$ cat config.mk
export PLATFORM = sky130hd
export DESIGN_NAME = seg7_capture
export DESIGN_NICKNAME = d
export VERILOG_FILES = /design/src/rtl/seg7_capture.sv
export SDC_FILE = /design/constraint.sdc
export NUM_CORES = 1
export LEC_CHECK = 0
export ABC_AREA = 1
export CAP_MARGIN = 30
export CORE_UTILIZATION = 35
export DETAILED_ROUTE_END_ITERATION = 10
export PLACE_DENSITY_LB_ADDON = 0.1
export SYNTH_ARGS = -nofsm -noshare
export SYNTH_HDL_FRONTEND = slang
export SYNTH_SLANG_ARGS = --single-unit
$ cat constraint.sdc
create_clock -name CLOCK_50 -period 6.4 [get_ports CLOCK_50]
set_clock_uncertainty 0.1 [all_clocks]
set_input_delay 1.28 -clock CLOCK_50 [delete_from_list [all_inputs] [get_ports CLOCK_50]]
set_output_delay 1.28 -clock CLOCK_50 [all_outputs]
set_load 0.01 [all_outputs]
$ cat src/rtl/seg7_capture.sv
// Seven-segment display reader: debounces two active-low digit patterns,
// decodes them to BCD and publishes values with range/sequence checks.
//
// Ports:
//   CLOCK_50  in   clock, rising edge
//   SW        in   synchronous active-high reset
//   HEX1      in   [6:0] tens pattern, active-low, bit6..0 = g..a
//   HEX0      in   [6:0] units pattern, same encoding
//   out_ready in   consumer accepts bcd_* when high with out_valid
//   bcd_tens  out  [3:0] decoded tens digit
//   bcd_units out  [3:0] decoded units digit
//   out_valid out  bcd_* hold a value not yet accepted
//   seg_err   out  pulse: accepted pattern illegal or above MAX_COUNT
//   seq_err   out  pulse: published value breaks the count sequence
module seg7_capture #(
  parameter int STABLE_CYCLES = 4,
  parameter int MAX_COUNT     = 60
) (
  input  logic       CLOCK_50,
  input  logic       SW,
  input  logic [6:0] HEX1,
  input  logic [6:0] HEX0,
  input  logic       out_ready,
  output logic [3:0] bcd_tens,
  output logic [3:0] bcd_units,
  output logic       out_valid,
  output logic       seg_err,
  output logic       seq_err
);

  localparam int CW = $clog2(STABLE_CYCLES + 1);

  typedef enum logic {
    WAIT,
    PUBLISH
  } state_t;

  state_t state, state_n;

  logic [13:0]   hex_q;
  logic [13:0]   last_pat;
  logic [CW-1:0] stab_cnt;
  logic          have_prev;
  logic [6:0]    prev;

  // {legal, digit}
  function automatic logic [4:0] dec(input logic [6:0] p);
    logic [4:0] r;
    r = 5'b0_0000;
    case (p)
      7'b1000000: r = 5'b1_0000;
      7'b1111001: r = 5'b1_0001;
      7'b0100100: r = 5'b1_0010;
      7'b0110000: r = 5'b1_0011;
      7'b0011001: r = 5'b1_0100;
      7'b0010010: r = 5'b1_0101;
      7'b0000010: r = 5'b1_0110;
      7'b1111000: r = 5'b1_0111;
      7'b0000000: r = 5'b1_1000;
      7'b0010000: r = 5'b1_1001;
      default:    r = 5'b0_0000;
    endcase
    return r;
  endfunction

  logic [4:0] dt, du;
  logic [6:0] value;
  logic       stable, accept, good, publish, bad, release_o, seq_ok;

  assign dt     = dec(hex_q[13:7]);
  assign du     = dec(hex_q[6:0]);
  assign value  = {3'b000, dt[3:0]} * 7'd10 + {3'b000, du[3:0]};
  assign stable = (stab_cnt == CW'(STABLE_CYCLES));
  assign accept = stable && (hex_q != last_pat) && (state == WAIT);
  assign good   = dt[4] && du[4] && (value <= 7'(MAX_COUNT));

  // A return to zero is always legal: the counter may have been reset.
  assign seq_ok = !have_prev
               || (value == prev + 7'd1)
               || ((prev == 7'(MAX_COUNT)) && (value == 7'd0))
               || (value == 7'd0);

  always_comb begin
    state_n   = state;
    publish   = 1'b0;
    bad       = 1'b0;
    release_o = 1'b0;
    unique case (state)
      WAIT: begin
        if (accept && good) begin
          publish = 1'b1;
          state_n = PUBLISH;
        end else if (accept) begin
          bad = 1'b1;
        end
      end
      PUBLISH: begin
        if (out_valid && out_ready) begin
          release_o = 1'b1;
          state_n   = WAIT;
        end
      end
      default: state_n = WAIT;
    endcase
  end

  always_ff @(posedge CLOCK_50) begin
    if (SW) state <= WAIT;
    else    state <= state_n;
  end

  // Input sampling runs through reset so debounce starts from the live bus.
  always_ff @(posedge CLOCK_50) begin
    hex_q <= {HEX1, HEX0};
    if (SW)
      stab_cnt <= '0;
    else if ({HEX1, HEX0} != hex_q)
      stab_cnt <= '0;
    else if (!stable)
      stab_cnt <= stab_cnt + 1'b1;
  end

  always_ff @(posedge CLOCK_50) begin
    if (SW) begin
      last_pat  <= 14'h3FFF;
      bcd_tens  <= 4'd0;
      bcd_units <= 4'd0;
      out_valid <= 1'b0;
      seg_err   <= 1'b0;
      seq_err   <= 1'b0;
      have_prev <= 1'b0;
      prev      <= 7'd0;
    end else begin
      seg_err <= bad;
      seq_err <= 1'b0;
      if (accept)
        last_pat <= hex_q;
      if (publish) begin
        bcd_tens  <= dt[3:0];
        bcd_units <= du[3:0];
        out_valid <= 1'b1;
        seq_err   <= !seq_ok;
        have_prev <= 1'b1;
        prev      <= value;
      end else if (release_o) begin
        out_valid <= 1'b0;
      end
    end
  end

endmodule

# After elaboration in Yosys (flattened, before gate mapping)
# Index checks and enable logic that the tools add are counted.
dict set report op_classes {
  addsub 3
  mul 1
  n_lt_le_gt_ge 1
  eq_ne 23
  n_mux 11
  bitwise_logic 2
  n_reduce_logical 19
}
# cell n
set ops {}
lappend ops {{$pmux W5 S10} 2}
lappend ops {{$eq A7 B5 Y1 const B} 6}
lappend ops {{$eq A7 B7 Y1 const B} 6}
lappend ops {{$eq A7 B6 Y1 const B} 5}
lappend ops {{$ne A14 B14 Y1} 2}
lappend ops {{$logic_not A7 Y1} 3}
lappend ops {{$eq A7 B2 Y1 const B} 2}
lappend ops {{$mux W1} 8}
lappend ops {{$add A7 B1 Y7 const B} 1}
lappend ops {{$add A7 B4 Y7} 1}
lappend ops {{$eq A7 B7 Y1} 1}
lappend ops {{$le A7 B6 Y1 const B} 1}
lappend ops {{$logic_and A1 B1 Y1} 7}
lappend ops {{$mul A4 B3 Y6 const B} 1}
lappend ops {{$reduce_or A2 Y1} 2}
lappend ops {{$add A3 B1 Y3 const B} 1}
lappend ops {{$eq A3 B3 Y1 const B} 1}
lappend ops {{$logic_or A1 B1 Y1} 3}
lappend ops {{$reduce_or A3 Y1} 1}
lappend ops {{$logic_not A1 Y1} 2}
lappend ops {{$not A1 Y1} 2}
lappend ops {{$pmux W1 S2} 1}
lappend ops {{$reduce_bool A2 Y1} 1}
dict set report word_totals {
  register_bits 51
  in_bits 17
  out_inout_bits 11
  elab_cells 71
}

# Depth between registers and ports, before layout
# Gate-level depths: netlist of run 1.
dict set report depth {
  depth_word 11
  ltp_mapped 24
  ltp_nobuf 23
}

# Worst setup path before layout of run 1
# Ideal clock, no wire load.
dict set report synth_timing {
  path_kind {reg-to-reg}
  start {register hex_q[12]}
  end {register bcd_tens[3]}
  setup_ps 114
  arrival_ps 2969
  required_ps 6186
  setup_slack_ps 3217
  path_stages_with_launch 23
  n_path_buf 1
  period_less_slack_ps 3183
  path_cell_list {dfxtp_1 inv_1 nand2_1 nor2_1 nand2_1 o21ai_1 nor2_1 inv_1 ha_1 ha_1 inv_1 fa_1 nor3_1 nand3_4 nand2_2 nand2_2 nand2_2 nand2_4 inv_2 nand2_4 buf_6 nand3_1 nand2_1}
}
dict set report synth_between {
  elab_chain_len 9
  word_cells_on_any_way 22
  classes_between {add/sub: 1; mul: 1; order compare: 1; eq/ne: 10; mux: 3; reduce/logical: 6}
}
# element line_no
set synth_rtl {}
lappend synth_rtl {{start: declaration} 40} ;# logic [13:0] hex_q;
lappend synth_rtl {{start signal: assignment} 114} ;# hex_q <= {HEX1, HEX0};
lappend synth_rtl {{$eq A7 B5 Y1 (tied with other cells)} 50} ;# case (p)
lappend synth_rtl {{$pmux W5 S10 *} 50}
lappend synth_rtl {{net dt[1]} 66} ;# logic [4:0] dt, du;
lappend synth_rtl {{$mul A4 B3 Y6 *} 72} ;# assign value = {3'b000, dt[3:0]} * 7'd10 + {3'b000, du[3:0]};
lappend synth_rtl {{$add A7 B4 Y7 *} 72}
lappend synth_rtl {{$le A7 B6 Y1 *} 75} ;# assign good = dt[4] && du[4] && (value <= 7'(MAX_COUNT));
lappend synth_rtl {{$logic_and A1 B1 Y1 *} 75}
lappend synth_rtl {{$logic_and A1 B1 Y1 *} 90} ;# if (accept && good) begin
lappend synth_rtl {{$mux W1 *} 90}
lappend synth_rtl {{$mux W1 *} 88} ;# unique case (state)
lappend synth_rtl {{end signal: assignment} 139} ;# bcd_tens <= dt[3:0];
lappend synth_rtl {{end: declaration} 24} ;# output logic [3:0] bcd_tens,
# The timed path passes the listed nets; every way through them passes the cells marked *.
# A chain may end at the register's enable or synchronous reset.

# Final worst setup path of run 1
dict set report layout_timing {
  start {register hex_q[12]}
  end {register bcd_units[1]}
}
dict set report layout_between {
  elab_chain_len 9
  word_cells_on_any_way 22
  classes_between {add/sub: 1; mul: 1; order compare: 1; eq/ne: 10; mux: 3; reduce/logical: 6}
}
# element line_no
set layout_rtl {}
lappend layout_rtl {{$eq A7 B5 Y1 (tied with other cells)} 50}
lappend layout_rtl {{$pmux W5 S10 *} 50}
lappend layout_rtl {{net dt[1]} 66}
lappend layout_rtl {{$mul A4 B3 Y6 *} 72}
lappend layout_rtl {{$add A7 B4 Y7 *} 72}
lappend layout_rtl {{$le A7 B6 Y1 *} 75}
lappend layout_rtl {{$logic_and A1 B1 Y1 *} 75}
lappend layout_rtl {{$logic_and A1 B1 Y1 *} 90}
lappend layout_rtl {{$mux W1 *} 90}
lappend layout_rtl {{$mux W1 *} 88}
lappend layout_rtl {{end signal: assignment} 140} ;# bcd_units <= du[3:0];
lappend layout_rtl {{end: declaration} 25} ;# output logic [3:0] bcd_units,
# Marks and branches as above.

==> impl_metrics.yaml, run 1 <==
logic_synthesis:
  async_flop_share_pct: 0
  yosys_warnings: 0
  synth.most_common_cell: "nand2_1"
  yosys-top-cells-area: "dfxtp_1 33%, nand2_1 12%, nand3_1 10%, xor2_1 7.3%, nor2_1 6.2%"
  yosys-top-cells-count: "97 x nand2_1, 60 x nand3_1, 50 x dfxtp_1, 50 x nor2_1, 38 x inv_1"
  synth_area_um2: 3010
  synthFlopType: "dfxtp_1"
  synth-edff-count: 0
  yosys.area.top_type: "dfxtp_1"
  synth_area_per_cell_um2: 6.98
  synth.top_cell.area_share_pct: 33.3
  ys_ff_latch: 50
  syn-num-nets: 458
  seq_area_frac_synth_pct: 33.3
  synthCells: 431
  yosysUniqueCellTypes: 33
grt:
  antenna_found_initial: 0
  grt_max_degree: 45
  grt-ovfl-total: 0
  grt_pass1_wl_um: 11600
  grt_use_total_pct: 16.6
  grt_pass1_vias: 2438
critical_path:
  endpoint_kind: "flip-flop"
  crit_fanout: 14
  required_ps: 6540
  critPathMaxStageDelay_ps: 440
  critical_path_class: "reg2reg"
  cp-start-kind: "flip-flop"
  path_cells: "inv_1, nand2_1, nor2_1, nand2_1, o21ai_1, nor2_1, inv_1, ha_1, ha_1, inv_1, fa_1, nor3_1, nand3_4, nand2_2, nand2_2, nand2_2, nand2_4, nor2_4, nand3_1, nand2_1"
  worst-endpoint-arrival_ps: 3700
  critical_path.slowest_cell: "dfxtp_1"
power:
  total_power_w: 0.000607
  p_sw_w: 0.000152
  internal-power_w: 0.000455
  swShare_pct: 25.0
  clockPowerShare_pct: 36.8
  vdd_drop_max_uv: 118
  p_comb_share_pct: 9.7
  seqPwrFrac_pct: 53.5
  leakage_nw: 1.56
  powerDensity_nw_per_um2: 176
clock_network:
  postCtsResizedCells: 0
  cts.clk_slew.worst_paths_ps: 90
  post_cts_buffers: 0
  clock_latency_ps: 300
  cts_tree: "built"
  clock_sinks: 50
  clk_path_buf_depth: 2
  root_buffer: "clkbuf_8"
  cts_buffers: 5
  h-tree-depth: 2
  cts.hold.buffers_added: 0
timing:
  finalHoldViolCount: 0
  drv_slew: 0
  setup_viol: 0
  clock.fmax_mhz: 281
  worstMarginPinSlew_ps: 682
  fin_crit_sh_pct: 55.7
  maxSlewHeadroom_pct: 53.3
  whs_ps: 363
  setup_ws_ps: 2840
  min_period_ps: 3560
  rsz0062_at_grt: "no"
  tns_ps: 0
floorplan:
  die_w_um: 94.7
  start_util_pct: 36.4
  ios: 28
  core_area_um2: 8260
  num_rows: 33
  die_y_um: 94.7
  die_area_um2: 8970
placed_design:
  hpwlAfterDp_um: 5090
  routabilityCongestion: 0.862
  place_ws_ps: 2840
  io_buffers: 27
routing:
  vias: 2639
  viasPerCell: 4.73
  drt_first_pass_iters: 4
  drt_iter0_drc: 113
  route.final.wire_length_um: 6650
  antenna_left: 0
  drc_errors: 0
  wl_per_cell_um: 11.9
final_layout:
  n_fill_cell: 901
  area_growth_pct: 14.6
  drive_gt1_share_pct: 8.39
  antennaDiodeCount: 0
  final_nets: 479
outcome:
  outcome: "finished, final reports clean"
job:
  maxCapViolations: 0
worst_hold_path:
  min_path_type: "reg2reg"
[cells by family after synthesis]
family	synth area share [%]
compound gates	7.74
xor+xnor	8.74
buf+inv	8.53
fa+ha+maj	4.66
simple gates	37.1
flops	33.3
[stage by stage]
step	utilization [%]	cell area, um^2	std cells
floorplan	-	3010	431
global placement	40.4	3340	550
detailed placement	40.4	3340	550
CTS	41.7	3450	558
global route	41.7	3450	558
finish	41.7	3450	558
[area by class of cell]
cell class / count / area [um^2] / share of cell area [%]
multi-input cells: 320 / 1750 / 50.8
flip-flops and latches: 50 / 1000 / 29.0
inverters: 47 / 176 / 5.12
repair buffers: 28 / 278 / 8.06
well taps: 105 / 131 / 3.81
clock inverters: 3 / 40.0 / 1.16
clock buffers: 5 / 68.8 / 2.00
[power groups by stage]
| stage | combinational, W | clock [W] | sequential (W) |
|---|---|---|---|
| 2_1_floorplan | 0.0000412 | 0 | 0.000327 |
| 3_3_place_gp | 0.0000593 | 0 | 0.000332 |
| 3_5_place_dp | 0.0000586 | 0 | 0.000332 |
| 4_1_cts | 0.0000591 | 0.000236 | 0.000325 |
| 5_1_grt | 0.0000662 | 0.000246 | 0.000326 |
| 6_report | 0.0000586 | 0.000224 | 0.000325 |
[flip-flops by register name, summed over array words and instances, names as in the netlist]
| name | cells |
|---|---|
| hex_q | 14 |
| last_pat | 14 |
| prev | 6 |
| bcd_tens | 4 |
| bcd_units | 4 |
| stab_cnt | 3 |
| have_prev | 1 |
| out_valid | 1 |
| seg_err | 1 |
| seq_err | 1 |
| state | 1 |
[final timing paths]
| path | slack, ps | depth (start not counted) | to | startpoint |
|---|---|---|---|---|
| setup reg to reg | 2840 | 20 | bcd_units[1] | hex_q[12] |
| setup / recovery | 2840 | 20 | bcd_units[1] | hex_q[12] |
| hold / removal | 360 | 2 | have_prev | have_prev |
| hold reg to reg | 360 | 2 | have_prev | have_prev |
[routing by layer]
metal / part of all wire, % / up-vias / GRT usage [%] / wire length (um)
li1: - / 1423 / - / -
met1: 52 / 1172 / 22.9 / 3460
met2: 43 / 40 / 26.6 / 2880
met3: 3.7 / 4 / 2.98 / 246
met4: 0.80 / 0 / 4.17 / 53
met5: 0 / - / 0 / 0
[critical path, delay by kind of cell (launching register included)]
family                     cells  cell delay [ps]
AOI/OAI and AO/OA              1               70
buffers and inverters          3              300
DFF                            1              440
adders and majority gates      3              940
and+or+nand+nor               13             1650
[layout by cell type, fill, tap and decap left out, types with 3 or more instances in the layout]
| master | count |
|---|---|
| inv_1 | 38 |
| nor2_4 | 3 |
| inv_2 | 8 |
| xnor2_1 | 5 |
| nand2_4 | 3 |
| nor2_1 | 50 |
| nand3_1 | 60 |
| nand4_1 | 4 |
| ha_1 | 8 |
| nand2_2 | 6 |
| nand2_1 | 97 |
| nor3_1 | 4 |
| dfxtp_1 | 50 |
| clkbuf_8 | 5 |
| o21ai_0 | 12 |
| a21oi_1 | 8 |
| clkdlybuf4s50_1 | 27 |
| o211ai_1 | 13 |
| nor2_2 | 6 |
| nand3b_1 | 3 |
| xor2_1 | 25 |
No activity file was read; power rests on OpenSTA's default activity.
==> run 2: changes to the inputs <==
==> constraint.sdc (replaced) <==
create_clock -name CLOCK_50 -period 3.4 [get_ports CLOCK_50]
set_clock_uncertainty 0.1 [all_clocks]
set_input_delay 0.68 -clock CLOCK_50 [delete_from_list [all_inputs] [get_ports CLOCK_50]]
set_output_delay 0.68 -clock CLOCK_50 [all_outputs]
set_load 0.01 [all_outputs]
==> impl_metrics.yaml, run 2 (synthesized netlist as in run 1, its figures left out) <==
clock_network:
  cts_buffers: 5
  cts.clk_slew.worst_paths_ps: 90
  clock_sinks: 50
  cts_tree: "built"
  clock_latency_ps: 300
  h-tree-depth: 2
  clk_path_buf_depth: 2
  root_buffer: "clkbuf_8"
  cts.hold.buffers_added: 0
floorplan:
  start_util_pct: 36.4
  die_w_um: 94.7
  die_y_um: 94.7
  die_area_um2: 8970
  num_rows: 33
  core_area_um2: 8260
  ios: 28
placed_design:
  io_buffers: 27
  routabilityCongestion: 0.874
  place_ws_ps: 25.7
  hpwlAfterDp_um: 5220
  place_area_um2: 3430
final_layout:
  most-common-layout-cells: "94 x nand2_1, 59 x nand3_1, 47 x nor2_1"
  area_growth_pct: 20.4
  layout_commonest_cell: "nand2_1"
  multiInputGateArea_um2: 1800
  n_fill_cell: 888
  antennaDiodeCount: 0
  seq_area_um2: 1010
  final_nets: 494
  stdcell_area_um2: 3620
  final_core_utilization_pct: 43.9
  largestRegisters: "hex_q: 14 flops, last_pat: 14 flops, prev: 6 flops"
  drive_gt1_share_pct: 15.4
worst_hold_path:
  min_path_type: "reg2reg"
routing:
  drc_errors: 0
  drt_iter0_drc: 70
  vias: 2692
  viasPerCell: 4.70
  wl_per_cell_um: 12.2
  drt_first_pass_iters: 4
  route.final.wire_length_um: 7010
  antenna_left: 0
power:
  total_power_w: 0.00114
  vdd_drop_max_uv: 153
  leakage_nw: 1.64
  powerDensity_nw_per_um2: 315
timing:
  tns_ps: 0
  fin_crit_sh_pct: 92.4
  min_period_ps: 3140
  setup_ws_ps: 258
  clock.fmax_mhz: 318
  setup_viol: 0
  drv_slew: 0
  finalHoldViolCount: 0
  worstMarginPinSlew_ps: 791
  maxSlewHeadroom_pct: 45.9
critical_path:
  cp-start-kind: "flip-flop"
  worst-endpoint-arrival_ps: 3230
  crit_fanout: 14
  crit_path_frequent_cell: "nand2_1"
  critical_path.slowest_cell: "fa_1"
  required_ps: 3490
  path_cells: "buf_4, nand3_1, nor2_2, inv_1, nand2_1, nor2_2, inv_1, ha_1, ha_1, inv_1, fa_1, inv_1, nand2_1, nand2_2, nor3_2, nand2_1, nor2_2, nor2_4, buf_12, nand2_1, nand2_1"
  critPathMaxStageDelay_ps: 590
  endpoint_kind: "flip-flop"
  critical_path_class: "reg2reg"
grt:
  antenna_found_initial: 0
  grt_use_total_pct: 16.9
  grt_max_degree: 44
  grt-ovfl-total: 0
  grt_pass1_vias: 2613
  grt_pass1_wl_um: 11800
outcome:
  outcome: "finished, final reports clean"
job:
  maxCapViolations: 0
==> run 2: changes by cell type in the layout (fill, tap and decap cells not counted), moves of 3 or more <==
cell and change:
nor3_1 -3, dfxtp_2 +6, nand2_1 -3, nor2_1 -3, buf_4 +13, clkbuf_8 +3
dfxtp_1 -6, nand2_2 +4, nor3_2 +3
==> run 2: what timing repair did <==
| action | in CTS | in global routing |
|---|---|---|
| cloned | 0 | 1 |
| gates resized for setup | 1 | 19 |
| setup endpoints to repair | 1 | 19 |
| pin swaps | 0 | 9 |
| buffers inserted | 0 | 1 |
==> run 2: per-stage QoR <==
stage / hold slack, ps / cells
3_5_place_dp: 351 / 563
5_1_grt: 375 / 573
4_1_cts: 364 / 571
2_1_floorplan: 330 / 431
3_3_place_gp: 343 / 563
6_report: 358 / 573
==> run 2: critical path: cells and delay by family, from the launching register on <==
| family | cells | cell delay, ps |
|---|---|---|
| adder cells (fa/ha/maj) | 3 | 1000 |
| buffers and inverters | 6 | 520 |
| flip-flops | 1 | 330 |
| AND/OR/NAND/NOR | 12 | 1040 |
==> run 2: per-layer routing <==
| layer | vias to the layer above | wire, um | global-route usage (%) | part of all wire, % |
|---|---|---|---|---|
| met2 | 31 | 3160 | 28.4 | 45 |
| met1 | 1195 | 3610 | 22.3 | 51 |
| met3 | 7 | 183 | 2.66 | 2.6 |
| met5 | - | 0 | 0 | 0 |
| met4 | 0 | 66 | 4.67 | 0.94 |
| li1 | 1459 | - | - | - |
==> run 2: power by group <==
group          internal [W]  total [W]  switching (W)
clock network      0.000206   0.000405       0.000200
registers          0.000595   0.000610      0.0000149
logic             0.0000541   0.000126      0.0000719
total              0.000855    0.00114       0.000286
==> run 2: final cells by class <==
cell class	instances	area share, %
multi-input cells	321	49.7
flip-flops and latches	50	27.8
repair buffers	42	10.9
inverters	47	4.87
well taps	105	3.63
clock buffers	8	3.04
==> run 2: worst paths after layout <==
| kind | slack, ps | end | startpoint | cells past startpoint |
|---|---|---|---|---|
| worst min register to register | 360 | prev[6] | prev[6] | 2 |
| worst max-delay path | 260 | out_valid | hex_q[12] | 21 |
| worst max register to register | 260 | out_valid | hex_q[12] | 21 |
| worst min-delay path | 360 | prev[6] | prev[6] | 2 |
==> run 3: changes to the inputs <==
--- a/config.mk
+++ b/config.mk
@@ -8,6 +8,7 @@
 export ABC_AREA = 1
 export CAP_MARGIN = 30
 export CORE_UTILIZATION = 35
+export CTS_CLUSTER_SIZE = 20
 export DETAILED_ROUTE_END_ITERATION = 10
 export PLACE_DENSITY_LB_ADDON = 0.1
 export SYNTH_ARGS = -nofsm -noshare
==> results of run 3 <==
Final layout, timing and power as in run 2 (identical DEF).
==> edit 1, RTL diff (settings of run 3) <==
Change the parameter `STABLE_CYCLES` from 4 to 8.
--- a/src/rtl/seg7_capture.sv
+++ b/src/rtl/seg7_capture.sv
@@ -13,7 +13,7 @@
 //   seg_err   out  pulse: accepted pattern illegal or above MAX_COUNT
 //   seq_err   out  pulse: published value breaks the count sequence
 module seg7_capture #(
-  parameter int STABLE_CYCLES = 4,
+  parameter int STABLE_CYCLES = 8,
   parameter int MAX_COUNT     = 60
 ) (
   input  logic       CLOCK_50,
Formal check against the unedited RTL: not equivalent (a bounded check fails within 10 cycles, from zero or initial values).
==> edit 1 against run 3 <==
Sequential power is 2% higher. Final area is 4.1% higher. Synthesized area is 0.96% higher. Synthesized cell count is 4.6% higher. Worst hold slack better by 0.0058 ns. Via count is 1.3% higher. Setup slack worse by 0.044 ns. Sequential cell count is 1 higher. Routed wire length is 0.48% lower. Total power is 9.2% higher. Clock power is 24% higher. Sequential share of layout area is 0.19 points lower. First-iteration DRC count is 17% higher. Largest cell class unchanged.
==> edit 1: results (changes against run 3) <==
[outcome]
run_status=completed  ; unchanged

[routing]
wl_met1_mm=3.67  ; was 3.61 mm
met2WireLength_mm=3.04  ; was 3.16 mm
postRouteWirelength_mm=6.98  ; was 7.01 mm
vias=2727  ; was 2,692
routed-wl-met3_um=222  ; was 183 µm
vias_per_cell=4.56  ; was 4.70
drt_first_iter_violations=82  ; was 70

[place]
hpwl_mm=4.92  ; was 5.22 mm
gp_congestion=0.798  ; was 0.874
place_inst=582  ; was 563
placed_cell_area_um2=3450  ; was 3430 µm²
pre_cts_slack_ns=-0.122  ; was 0.0257 ns

[global_route]
gr-usage-all-layers=0.161  ; was 0.169
use_met3=0.0247  ; was 0.0266
grtUsageMet2=0.258  ; was 0.284
grt_pass1_vias=2520  ; was 2,613
grtUsageMet1=0.224  ; was 0.223
grt_pass1_wl_mm=11.4  ; was 11.8 mm
grt_max_degree=29  ; was 44

[final_layout]
antenna-diode-count=0  ; unchanged
drive_gt1_frac=0.146  ; was 0.154
num-fill-cells=860  ; was 888
final_nets=520  ; was 494

[pwr]
p_total_w=0.00125  ; was 0.00114 W
ir_drop_uv=155  ; was 153 µV
pwr-share-clk=0.403  ; was 0.355
power_leakage_nw=1.89  ; was 1.64 nW
p_sw_w=0.000292  ; was 0.000286 W

[synthesis]
synth_common_cells=132 x nand2_1, 67 x nor2_1, 56 x inv_1  ; was 97 x nand2_1, 60 x nand3_1, 50 x dfxtp_1, 50 x nor2_1, 38 x inv_1
syn_avg_cell_area_um2=6.73  ; was 6.98 µm²
synth_area_leaders=dfxtp_1 34%, nand2_1 16%, nor2_1 8.3%  ; was dfxtp_1 33%, nand2_1 12%, nand3_1 10%
synth.distinct_cells=35  ; was 33
ys_seq_area_frac=0.336  ; was 0.333
syn-num-nets=479  ; was 458

[sta]
tightest_slew_ns=0.497  ; was 0.791 ns
finalHoldViolations=0  ; unchanged

[hold_path]
worstHoldStart=have_prev  ; was prev[6]

[critical_path]
critical-path-max-stage-delay_ns=0.58
cp.arrival_ns=3.29  ; was 3.23 ns
crit_start=hex_q[10]  ; was hex_q[12]
r2r_start=hex_q[10]  ; was hex_q[12]

-- edit 1: cell types whose count changed in the layout (fill, tap and decap cells not counted), moves of 4 or more --
cell     delta
inv_1      +16
o21ai_0     -4
nor2_2      -6
nand4_1     +5
nor3_1      +4
nand3_1    -45
dfxtp_2     -4
xor2_1      -4
nand2_1    +35
nor2_1     +20
dfxtp_4     +5
-- edit 1: path summary, 6_finish.rpt --
kind | to | slack (ns) | cells after the start
max | bcd_tens[3] | 0.21 | 22
max reg2reg | bcd_tens[3] | 0.21 | 22
min reg2reg | have_prev | 0.36 | 2
min | have_prev | 0.36 | 2
-- edit 1: layout make-up --
cell class	instances	area, µm²	area share
multi-input cells	327	1820	0.483
flip-flops and latches	51	1040	0.276
clock buffers	6	72.6	0.0192
repair buffers	43	394	0.105
clock inverters	2	60.1	0.0159
well taps	105	131	0.0348
inverters	64	248	0.0657
-- edit 1: repair_timing --
| action | CTS | global route |
|---|---|---|
| buffers inserted | 0 | 5 |
| endpoints found under the setup margin | 17 | 19 |
| cloned | 1 | 2 |
| resized for setup | 4 | 33 |
| pin swaps | 0 | 12 |
-- edit 1: worst max-delay path, delay by kind of cell, from the launching register on --
| kind | cells | cell delay [ns] |
|---|---|---|
| simple gates | 13 | 1.17 |
| compound gates | 1 | 0.09 |
| buf+inv | 5 | 0.37 |
| fa+ha+maj | 3 | 0.96 |
| flops | 1 | 0.39 |
-- edit 1: logic make-up after synthesis --
kind of cell	after synthesis	share of synthesized area
AND/OR/NAND/NOR	251	0.359
AO/OA/AOI/OAI	39	0.0849
XOR/XNOR	23	0.0663
adder cells (fa/ha/maj)	11	0.0503
buffers and inverters	76	0.103
flip-flops	51	0.336
==> edit 2, RTL diff (flow settings as in run 3) <==
Made on the original files. Register the output `seq_err` once more, without a reset; this adds one clock of latency there. The other outputs are not delayed to match.
--- a/src/rtl/seg7_capture.sv
+++ b/src/rtl/seg7_capture.sv
@@ -34,6 +34,8 @@
     WAIT,
     PUBLISH
   } state_t;
+
+  logic seq_err_s0;
 
   state_t state, state_n;
 
@@ -127,19 +129,19 @@
       bcd_units <= 4'd0;
       out_valid <= 1'b0;
       seg_err   <= 1'b0;
-      seq_err   <= 1'b0;
+      seq_err_s0 <= 1'b0;
       have_prev <= 1'b0;
       prev      <= 7'd0;
     end else begin
       seg_err <= bad;
-      seq_err <= 1'b0;
+      seq_err_s0 <= 1'b0;
       if (accept)
         last_pat <= hex_q;
       if (publish) begin
         bcd_tens  <= dt[3:0];
         bcd_units <= du[3:0];
         out_valid <= 1'b1;
-        seq_err   <= !seq_ok;
+        seq_err_s0 <= !seq_ok;
         have_prev <= 1'b1;
         prev      <= value;
       end else if (release_o) begin
@@ -148,5 +150,9 @@
     end
   end
 
+  always_ff @(posedge CLOCK_50) begin
+    seq_err <= seq_err_s0;
+  end
+
 endmodule
 
Behaviour: same outputs for any inputs over 10 cycles, from zero or initial values; that may be too few to reach the edited logic, so the function may still have changed.
==> edit 2 against run 3 <==
Sequential power increased by 2%. Routed wire length down 1.0%. Final cell count rose by 0.52%. Synthesized area up 0.67%. Setup slack worse by 0.013 ns. Final area grew 0.93%. Global-route usage increased by 0.60 points. Clock power is 11% higher. Fmax decreased by 0.41%. Sequential cell count is 1 higher. Total power grew 4.9%. Count of clock-buffer cells in the layout is 2 lower. Via count grew 1.8%. Largest cell class unchanged.
==> edit 2: results (changes against run 3) <==
[hold_path]
hold_path_class=reg -> reg  ; unchanged
hold_depth=0  ; was 2

[routing]
postRouteWirelength_mm=6.94  ; was 7.01 mm
dr.pass1.iters=4  ; unchanged
vias_per_cell=4.76  ; was 4.70
drt_first_iter_violations=121  ; was 70

[critical_path]
critical_path.max_fanout=10  ; was 14
reg2reg_depth=21  ; unchanged
cp_top_family=simple AND/OR/NAND/NOR gates  ; unchanged
critical-path-max-stage-delay_ns=0.44  ; was 0.59 ns
slowest_stage=fa_1  ; unchanged
cp.arrival_ns=3.31  ; was 3.23 ns

[place]
gp_congestion=0.868  ; was 0.874
port_buffers=27  ; unchanged
pre_cts_slack_ns=-0.0568  ; was 0.0257 ns
hpwl_mm=5.28  ; was 5.22 mm

[cts]
cts.htree.levels=2  ; unchanged
clock_latency_ns=0.31
cts_root_buffer=clkbuf_8  ; unchanged
clkTransAtPathRegs_ns=0.10
numCtsBuffers=5  ; unchanged
cts_buffer_depth=2  ; unchanged

[final_layout]
antenna-diode-count=0  ; unchanged
final_nets=497  ; was 494
largestRegisters=hex_q: 14 flops, last_pat: 14 flops, prev: 6 flops  ; unchanged
drive_gt1_frac=0.146  ; was 0.154

[pwr]
ir_drop_uv=123  ; was 153 µV
power_leakage_nw=1.67  ; was 1.64 nW

[global_route]
grt_pass1_vias=2658  ; was 2,613
grt_max_degree=26  ; was 44
antenna_found_initial=0  ; unchanged
grt_pass1_wl_mm=12.3  ; was 11.8 mm
gr-usage-all-layers=0.175  ; was 0.169

[synthesis]
synth_area_leaders=dfxtp_1 34%, nand2_1 12%, nand3_1 9.9%  ; was dfxtp_1 33%, nand2_1 12%, nand3_1 10%
yosys_warnings=0  ; unchanged
synth_common_cells=97 x nand2_1, 60 x nand3_1, 51 x dfxtp_1  ; was 97 x nand2_1, 60 x nand3_1, 50 x dfxtp_1, 50 x nor2_1, 38 x inv_1
synth.distinct_cells=33  ; unchanged
async_flop_share=0  ; unchanged
ys_seq_area_frac=0.337  ; was 0.333
syn-num-nets=459  ; was 458

[sta]
tightest_slew_ns=0.761  ; was 0.791 ns

[outcome]
run_status=completed  ; unchanged

-- edit 2: cell count changes after synthesis, sizes merged --
cell	run 3	this run
dfxtp	50	51
-- edit 2: metrics by stage --
step	instances	area [µm²]	util	hold slack [ns]	total power, W
after floorplan	432	3030	-	0.210	0.000705
after global placement	564	3450	0.416	0.219	0.000757
after detailed placement	564	3450	0.416	0.216	0.000757
after CTS	574	3600	0.434	0.242	0.00121
after global routing	576	3660	0.441	0.244	0.00125
final	576	3660	0.441	0.237	0.00120
-- edit 2: per-layer routing --
metal	share of wire	wire, µm	GRT usage
met1	0.51	3560	0.239
met2	0.44	3050	0.284
met3	0.037	256	0.0279
met4	0.012	80	0.0492
met5	0	0	0
-- edit 2: cells by family (layout without fill, tap and decap cells) --
kind of cell	after synthesis	count (layout)	share of synthesized area
and+or+nand+nor	242	242	0.368
buffers and inverters	61	100	0.0847
DFF	51	51	0.337
AOI/OAI and AO/OA	38	38	0.0769
xor gates and xnor gates	30	30	0.0868
adders and majority gates	10	10	0.0463
-- edit 2: layout make-up --
| class | count | area [µm²] |
|---|---|---|
| clock buffers | 6 | 82.6 |
| clock inverters | 2 | 35.0 |
| fillers | 876 | 4640 |
| inverters | 47 | 176 |
| multi-input cells | 320 | 1780 |
| flip-flops and latches | 51 | 1030 |
| well taps | 105 | 131 |
| repair buffers | 45 | 422 |
-- edit 2: worst paths after layout --
check | start | to | slack, ns
max | hex_q[12] | bcd_tens[1] | 0.24
min | seq_err_s0 | seq_err | 0.24
max reg2reg | hex_q[12] | bcd_tens[1] | 0.24
min reg2reg | seq_err_s0 | seq_err | 0.24
-- edit 2: power by group --
group	total (W)	switching [W]	internal (W)
logic	0.000125	0.0000701	0.0000544
registers	0.000621	0.0000149	0.000606
clock network	0.000451	0.000213	0.000239
total	0.00120	0.000298	0.000899
-- edit 2: what timing repair did --
action,4_1_cts,5_1_grt
setup endpoints to repair,15,19
hold endpoints to repair,0,0
buffers inserted,2,2
pin swaps,1,8
gates resized for setup,0,16
gates cloned,0,0
